<file path="src/rtl/key_buffer_ctrl.sv">
// Frame-level keypoint buffer sequencer: gate front-end keypoints in, drain them to the matcher.
// Latency: keypoint->write strobe 0 cycles; frame_end->first out_valid 1 cycle; last pop->frame_done 1 cycle.
// Backpressure: drain holds o_out_valid until i_out_ready; at most one pop per cycle, 1 kp/cycle with ready high.
module key_buffer_ctrl #(
  parameter int MAX_KP = 100,
  parameter int CNT_W  = 10
) (
  input  logic             i_clk,
  input  logic             i_rst_n,
  input  logic             i_frame_start,
  input  logic             i_frame_end,
  input  logic             i_kp_valid,
  input  logic [7:0]       i_kp_score,
  input  logic [7:0]       i_score_th,
  output logic             o_buf_valid,
  output logic             o_buf_next,
  output logic             o_out_valid,
  input  logic             i_out_ready,
  output logic             o_out_last,
  output logic [CNT_W-1:0] o_kp_count,
  output logic [CNT_W-1:0] o_drop_count,
  output logic             o_busy,
  output logic             o_frame_done
);

  typedef enum logic [1:0] {
    IDLE    = 2'd0,
    COLLECT = 2'd1,
    DRAIN   = 2'd2,
    DONE    = 2'd3
  } state_t;

  localparam logic [CNT_W-1:0] MAX_CNT  = CNT_W'(MAX_KP);
  localparam logic [CNT_W-1:0] CNT_ONE  = CNT_W'(1);
  localparam logic [CNT_W-1:0] CNT_SAT  = {CNT_W{1'b1}};

  state_t           state_q, state_d;
  logic [CNT_W-1:0] kp_cnt_q, kp_cnt_d;
  logic [CNT_W-1:0] drop_cnt_q, drop_cnt_d;
  logic             qualified;
  logic             has_room;

  // A keypoint qualifies on score alone; capacity decides store vs drop.
  assign qualified = i_kp_valid && (i_kp_score >= i_score_th);
  assign has_room  = (kp_cnt_q < MAX_CNT);

  // State and counter registers; counters clear with the buffer on reset.
  always_ff @(posedge i_clk or negedge i_rst_n) begin
    if (!i_rst_n) begin
      state_q    <= IDLE;
      kp_cnt_q   <= '0;
      drop_cnt_q <= '0;
    end else begin
      state_q    <= state_d;
      kp_cnt_q   <= kp_cnt_d;
      drop_cnt_q <= drop_cnt_d;
    end
  end

  // Next-state, counter updates and buffer/matcher strobes, all derived from registered state.
  always_comb begin
    state_d      = state_q;
    kp_cnt_d     = kp_cnt_q;
    drop_cnt_d   = drop_cnt_q;
    o_buf_valid  = 1'b0;
    o_buf_next   = 1'b0;
    o_out_valid  = 1'b0;
    o_out_last   = 1'b0;
    o_frame_done = 1'b0;

    case (state_q)
      IDLE: begin
        // Keypoints arriving with frame_start belong to no frame yet and are not stored.
        if (i_frame_start) begin
          state_d    = COLLECT;
          kp_cnt_d   = '0;
          drop_cnt_d = '0;
        end
      end

      COLLECT: begin
        if (qualified && has_room) begin
          o_buf_valid = 1'b1;
          kp_cnt_d    = kp_cnt_q + CNT_ONE;
        end else if (qualified && (drop_cnt_q != CNT_SAT)) begin
          drop_cnt_d = drop_cnt_q + CNT_ONE;
        end
        // kp_cnt_d already includes a keypoint accepted alongside frame_end.
        if (i_frame_end) begin
          state_d = (kp_cnt_d != '0) ? DRAIN : DONE;
        end
      end

      DRAIN: begin
        o_out_valid = (kp_cnt_q != '0);
        o_out_last  = o_out_valid && (kp_cnt_q == CNT_ONE);
        if (o_out_valid && i_out_ready) begin
          o_buf_next = 1'b1;
          kp_cnt_d   = kp_cnt_q - CNT_ONE;
          if (kp_cnt_q == CNT_ONE) begin
            state_d = DONE;
          end
        end else if (kp_cnt_q == '0) begin
          // Unreachable in normal flow; never strand the FSM in an empty drain.
          state_d = DONE;
        end
      end

      DONE: begin
        o_frame_done = 1'b1;
        state_d      = IDLE;
      end

      default: begin
        state_d = IDLE;
      end
    endcase
  end

  assign o_kp_count   = kp_cnt_q;
  assign o_drop_count = drop_cnt_q;
  assign o_busy       = (state_q != IDLE);

endmodule

</file>
<file path="config.mk">
export PLATFORM = sky130hd
export DESIGN_NAME = key_buffer_ctrl
export DESIGN_NICKNAME = d
export VERILOG_FILES = /design/src/rtl/key_buffer_ctrl.sv
export SDC_FILE = /design/constraint.sdc
export NUM_CORES = 1
export LEC_CHECK = 0
export BUFFER_PORTS_ARGS = -buffer_cell sky130_fd_sc_hd__buf_4
export CORE_MARGIN = 2
export CORE_UTILIZATION = 30
export DETAILED_ROUTE_END_ITERATION = 10
export SYNTH_ARGS = -nofsm -noshare
export SYNTH_HDL_FRONTEND = slang
export SYNTH_SLANG_ARGS = --single-unit
</file>
<file path="constraint.sdc">
create_clock -name i_clk -period 5.5 [get_ports i_clk]
set_clock_uncertainty 0.2 [all_clocks]
set_input_delay 0.275 -clock i_clk [delete_from_list [all_inputs] [get_ports i_clk]]
set_output_delay 0.275 -clock i_clk [all_outputs]
set_load 0.03 [all_outputs]
</file>
# Yosys cells after proc, flatten, opt, wreduce, memory -nomap -nowiden
# Index checks and enable logic that the tools add are counted.
dict set report totals {
  reg_bits 22
  latchBits 0
  ramBits 0
  mem_bits_ro 0
  inputBits 22
  output_inout_bits 26
  wordCells 57
  mem_count 0
}
dict set report op_classes {
  add_sub_neg 3
  n_mul 0
  n_div 0
  n_lt_le_gt_ge 2
  n_eq_ne 12
  shifts 0
  mux 22
  bitwise_logic 0
  n_reduce_logical 15
}
# operator count
set op_table {}
lappend op_table {{$mux W10} 6}
lappend op_table {{$pmux W10 S3} 1}
lappend op_table {{$add A10 B1 Y10 const B} 2}
lappend op_table {{$pmux W10 S2} 1}
lappend op_table {{$reduce_bool A10 Y1} 2}
lappend op_table {{$eq A10 B1 Y1 const B} 1}
lappend op_table {{$logic_not A10 Y1} 1}
lappend op_table {{$lt A10 B7 Y1 const B} 1}
lappend op_table {{$mux W2} 5}
lappend op_table {{$ne A10 B10 Y1 const B} 1}
lappend op_table {{$ne A2 B2 Y1 const B} 5}
lappend op_table {{$sub A10 B1 Y10 const B} 1}
lappend op_table {{$ge A8 B8 Y1} 1}
lappend op_table {{$mux W1} 8}
lappend op_table {{$pmux W2 S4} 1}
lappend op_table {{$reduce_and A4 Y1} 2}
lappend op_table {{$ne A3 B3 Y1 const B} 2}
lappend op_table {{$logic_and A1 B1 Y1} 5}
lappend op_table {{$eq A2 B2 Y1 const B} 2}
lappend op_table {{$reduce_bool A2 Y1} 2}
lappend op_table {{$reduce_and A3 Y1} 1}
lappend op_table {{$reduce_bool A3 Y1} 1}
lappend op_table {{$eq A2 B1 Y1 const B} 1}
lappend op_table {{$logic_not A2 Y1} 1}

# Longest topological paths before layout
dict set report logic_depth {
  word_depth 9
  ltp_mapped 9
  depth_no_buf 9
}

# Least setup slack after synthesis
# OpenSTA, ideal clock, no wires.
dict set report synth_timing {
  kind {flip-flop to output port}
  start {register kp_cnt_q[5] (netlist: o_kp_count[5])}
  end {output o_out_last}
  arrival_ns 2.256
  t_required_ns 5.025
  path_slack_ns 2.769
  stages_incl_launch_ff 5
  path_buffers 0
  cell_sequence {dfrtp_1 or4_4 nor4b_4 a21boi_0 and3_2}
}
dict set report synth_via {
  elab_chain_len 3
  elab_cells_between_ends 4
  cone_classes {1 x eq/ne; 1 x mux; 2 x reduce/logical}
}
# element line
set synth_rtl {}
lappend synth_rtl {{start: declaration} 38} ;# logic [CNT_W-1:0] kp_cnt_q, kp_cnt_d;
lappend synth_rtl {{start signal: assignment} 55} ;# kp_cnt_q <= kp_cnt_d;
lappend synth_rtl {{$eq A10 B1 Y1 / $reduce_bool A10 Y1 (equally long branches)} {96, 95}}
lappend synth_rtl {{$logic_and A1 B1 Y1 *} 96} ;# o_out_last = o_out_valid && (kp_cnt_q == CNT_ONE);
lappend synth_rtl {{$mux W1 *} 71} ;# case (state_q)
lappend synth_rtl {{end: declaration} 19} ;# output logic o_out_last,
# Mark *: on every way between the ends. The rest lies on a longest branch, timed or not.

# Final worst setup path
# Same ends and word-level chain as after synthesis.

==> flow_summary.json <==
{
  "drv_cap": 0,
  "multi_input_area_um2": 1180,
  "dieWidth_um": 82.4,
  "synth.avg_cell_area_um2": 8.42,
  "synthCells": 219,
  "clock-root-buffer": "clkbuf_8",
  "initialDrtViolationCount": 124,
  "cts_sinks": 22,
  "die_h_um": 82.4,
  "yosys.area_share.simple": 0.224,
  "reg2regPathDepth": 7,
  "synth_xor_xnor_area_share": 0.0380,
  "setup_violations": 0,
  "ys_ff_latch": 22,
  "dpl.hpwl_um": 3580,
  "synth_area_leaders": "dfrtp_1 30%, ha_1 12%, inv_1 4.5%",
  "power.density_nw_per_um2": 538,
  "reg2reg_from": "state_q[1]",
  "grt_pass1_vias": 1588,
  "yosysTopAreaCellShare": 0.299,
  "finalCritPeriodShare": 0.501,
  "synthAdderAreaFrac": 0.115,
  "routabilityCongestion": 0.838,
  "slew_viol_final": 0,
  "ys_seq_area_frac": 0.299,
  "internal-power_uw": 589,
  "power.total_mw": 1.25,
  "rsz0062_at_grt": "false",
  "hold-path-endpoint": "state_q[1]",
  "antenna_found_initial": 0,
  "worst_ir_drop_vdd_mv": 0.211,
  "drcViolationCount": 0,
  "syn-num-nets": 258,
  "wirelength_um": 4700,
  "cts_resized": 0,
  "switching_power_uw": 663,
  "ant_nets": 0,
  "p_clk_frac": 0.097,
  "antenna_cells": 0,
  "synth-compound-area-share": 0.259,
  "area_growth_pct": 26.3,
  "combinationalPowerShare": 0.667,
  "io_buffers": 47,
  "fillCellCount": 623,
  "arrival_ns": 2.28,
  "ys_warn_count": 0,
  "leakage_nw": 1.11,
  "synth_cell_type_count": 51,
  "clk_latency_ns": 0.27,
  "post-route-util": 0.393,
  "layout_setup_ws_ns": 2.75,
  "min_path_type": "input pin to flip-flop",
  "synth_edf_count": 0,
  "synth_top_cell_by_area": "dfrtp_1",
  "syn_area_um2": 1840,
  "finish.net_count": 305,
  "place_ws_ns": 2.88,
  "timing.fmax_mhz": 363,
  "finalCriticalPeriod_ns": 2.75,
  "critPathLaunchType": "flip-flop",
  "via_per_inst": 5.21,
  "io_pins": 48,
  "row_count": 28,
  "grt_usage": 0.146,
  "layout_commonest_cell": "buf_4",
  "tightestPinTransition_ns": 0.663,
  "synth_top_family_by_area": "compound AO/OA/AOI/OAI gates",
  "die_area_um2": 6790,
  "path_class": "flip-flop to primary output",
  "start_util": 0.311,
  "sw_frac_of_total": 0.529,
  "grt_overflow": 0,
  "cts_max_path_buffers": 2,
  "cts_tree": "done",
  "dr.pass1.iters": 4,
  "slew_headroom": 0.558,
  "clk_pin_slew_ns": 0.09,
  "async_flop_share": 1.00,
  "vias": 1772,
  "grt_pass1_wl_um": 7650,
  "mostFrequentLayoutCells": "47 x buf_4, 22 x inv_1, 22 x dfrtp_1",
  "grt_max_degree": 23,
  "cts_buffers": 3,
  "finalHoldViolCount": 0,
  "synthMuxAreaShare": 0.00543,
  "reg2reg_to": "o_drop_count[9]",
  "drive_gt1_frac": 0.245,
  "core_um2": 5920,
  "setup_tns_ns": 0,
  "required_ns": 5.03,
  "outcome": "finished clean",
  "cp_max_fo": 8,
  "post_cts_buffers": 0,
  "seq_area_um2": 551,
  "min_path_cells": 4,
  "reg2reg_slack_ns": 2.84,
  "wire_per_inst_um": 13.8,
  "crit_path_end_kind": "primary output",
  "synth_flop_cell": "dfrtp_1",
  "htreeDepth": 1,
  "seq_power_share": 0.236,
  "min_from": "i_frame_end"
}
==> state kept, by name, indices dropped and copies added, names as in the netlist <==
| register | count |
|---|---|
| o_drop_count | 10 |
| o_kp_count | 10 |
| state_q | 2 |
==> per-stage QoR <==
stage	cells	area [um^2]	hold WS, ns
final	340	2330	0.230
after global routing	340	2330	0.248
after CTS	340	2330	0.230
after detailed placement	335	2260	-0.00570
after global placement	335	2260	-0.00601
after floorplan	219	1840	-0.221
==> synthesized netlist by cell type, types with 2 or more instances <==
| cell type | instances |
|---|---|
| nor3_1 | 5 |
| and3_1 | 6 |
| clkbuf_1 | 4 |
| a21o_1 | 2 |
| nand2_1 | 21 |
| o22ai_1 | 2 |
| a2111oi_2 | 2 |
| ha_1 | 17 |
| a31oi_1 | 4 |
| nor2b_1 | 2 |
| o31ai_1 | 2 |
| dfrtp_1 | 22 |
| xnor2_1 | 7 |
| nor4_1 | 2 |
| a41oi_1 | 3 |
| a211oi_2 | 2 |
| inv_1 | 22 |
| o211ai_1 | 3 |
| a211oi_1 | 3 |
| nand3_1 | 12 |
| a21boi_0 | 2 |
| o21ai_0 | 13 |
| and2_1 | 3 |
| a21oi_1 | 14 |
| nor2_1 | 18 |
==> worst max-delay path, cell delays in order (launching register included) <==
cell and delay (ns):
dfrtp_1 0.48, or4_4 0.60, nor4b_4 0.34, a21boi_0 0.19, and3_2 0.24, buf_4 0.16
==> worst max path at each step <==
stage / startpoint / endpoint / cells after the start
after detailed placement: state_q[1] / o_drop_count[9] / 7
after global routing: state_q[1] / o_drop_count[9] / 7
after CTS: o_kp_count[5] / o_out_last / 5
after floorplan: o_kp_count[5] / o_out_last / 4
after global placement: i_kp_score[2] / state_q[0] / 9
final: o_kp_count[5] / o_out_last / 5
==> layout make-up <==
class,count,share of cell area
Multi-Input combinational cell,169,0.508
Inverter,22,0.0355
Clock buffer,4,0.0237
Tap cell,75,0.0403
Timing Repair Buffer,48,0.156
Sequential cell,22,0.237
==> kinds of logic (layout without fill, tap and decap cells) <==
| logic type | after synthesis | in the layout |
|---|---|---|
| xor gates and xnor gates | 8 | 8 |
| and+or+nand+nor | 78 | 78 |
| AOI/OAI and AO/OA | 65 | 65 |
| adders and majority gates | 17 | 17 |
| buffers and inverters | 28 | 74 |
| muxes | 1 | 1 |
| DFF | 22 | 22 |
==> power by group through the flow <==
stage          clock [mW]  sequential [mW]  combinational (mW)
6_report            0.121            0.296               0.835
3_3_place_gp            0            0.297               0.829
5_1_grt             0.131            0.305               0.908
3_5_place_dp            0            0.298               0.831
4_1_cts             0.125            0.295               0.835
2_1_floorplan           0            0.324               0.579
==> layer usage <==
layer  up-vias  part of all wire  GRT usage
met1       824              0.46      0.195
met4         0            0.0032     0.0250
met5         -                 0          0
li1        895                 -          -
met3         2             0.055     0.0283
met2        51              0.48      0.245
==> repair_timing <==
| action | 4_1_cts | 5_1_grt |
|---|---|---|
| endpoints found under the setup margin | 0 | 0 |
| endpoints found under the hold margin | 22 | 0 |
| hold buffers | 1 | 0 |
Power figures use the tool's default switching activity.
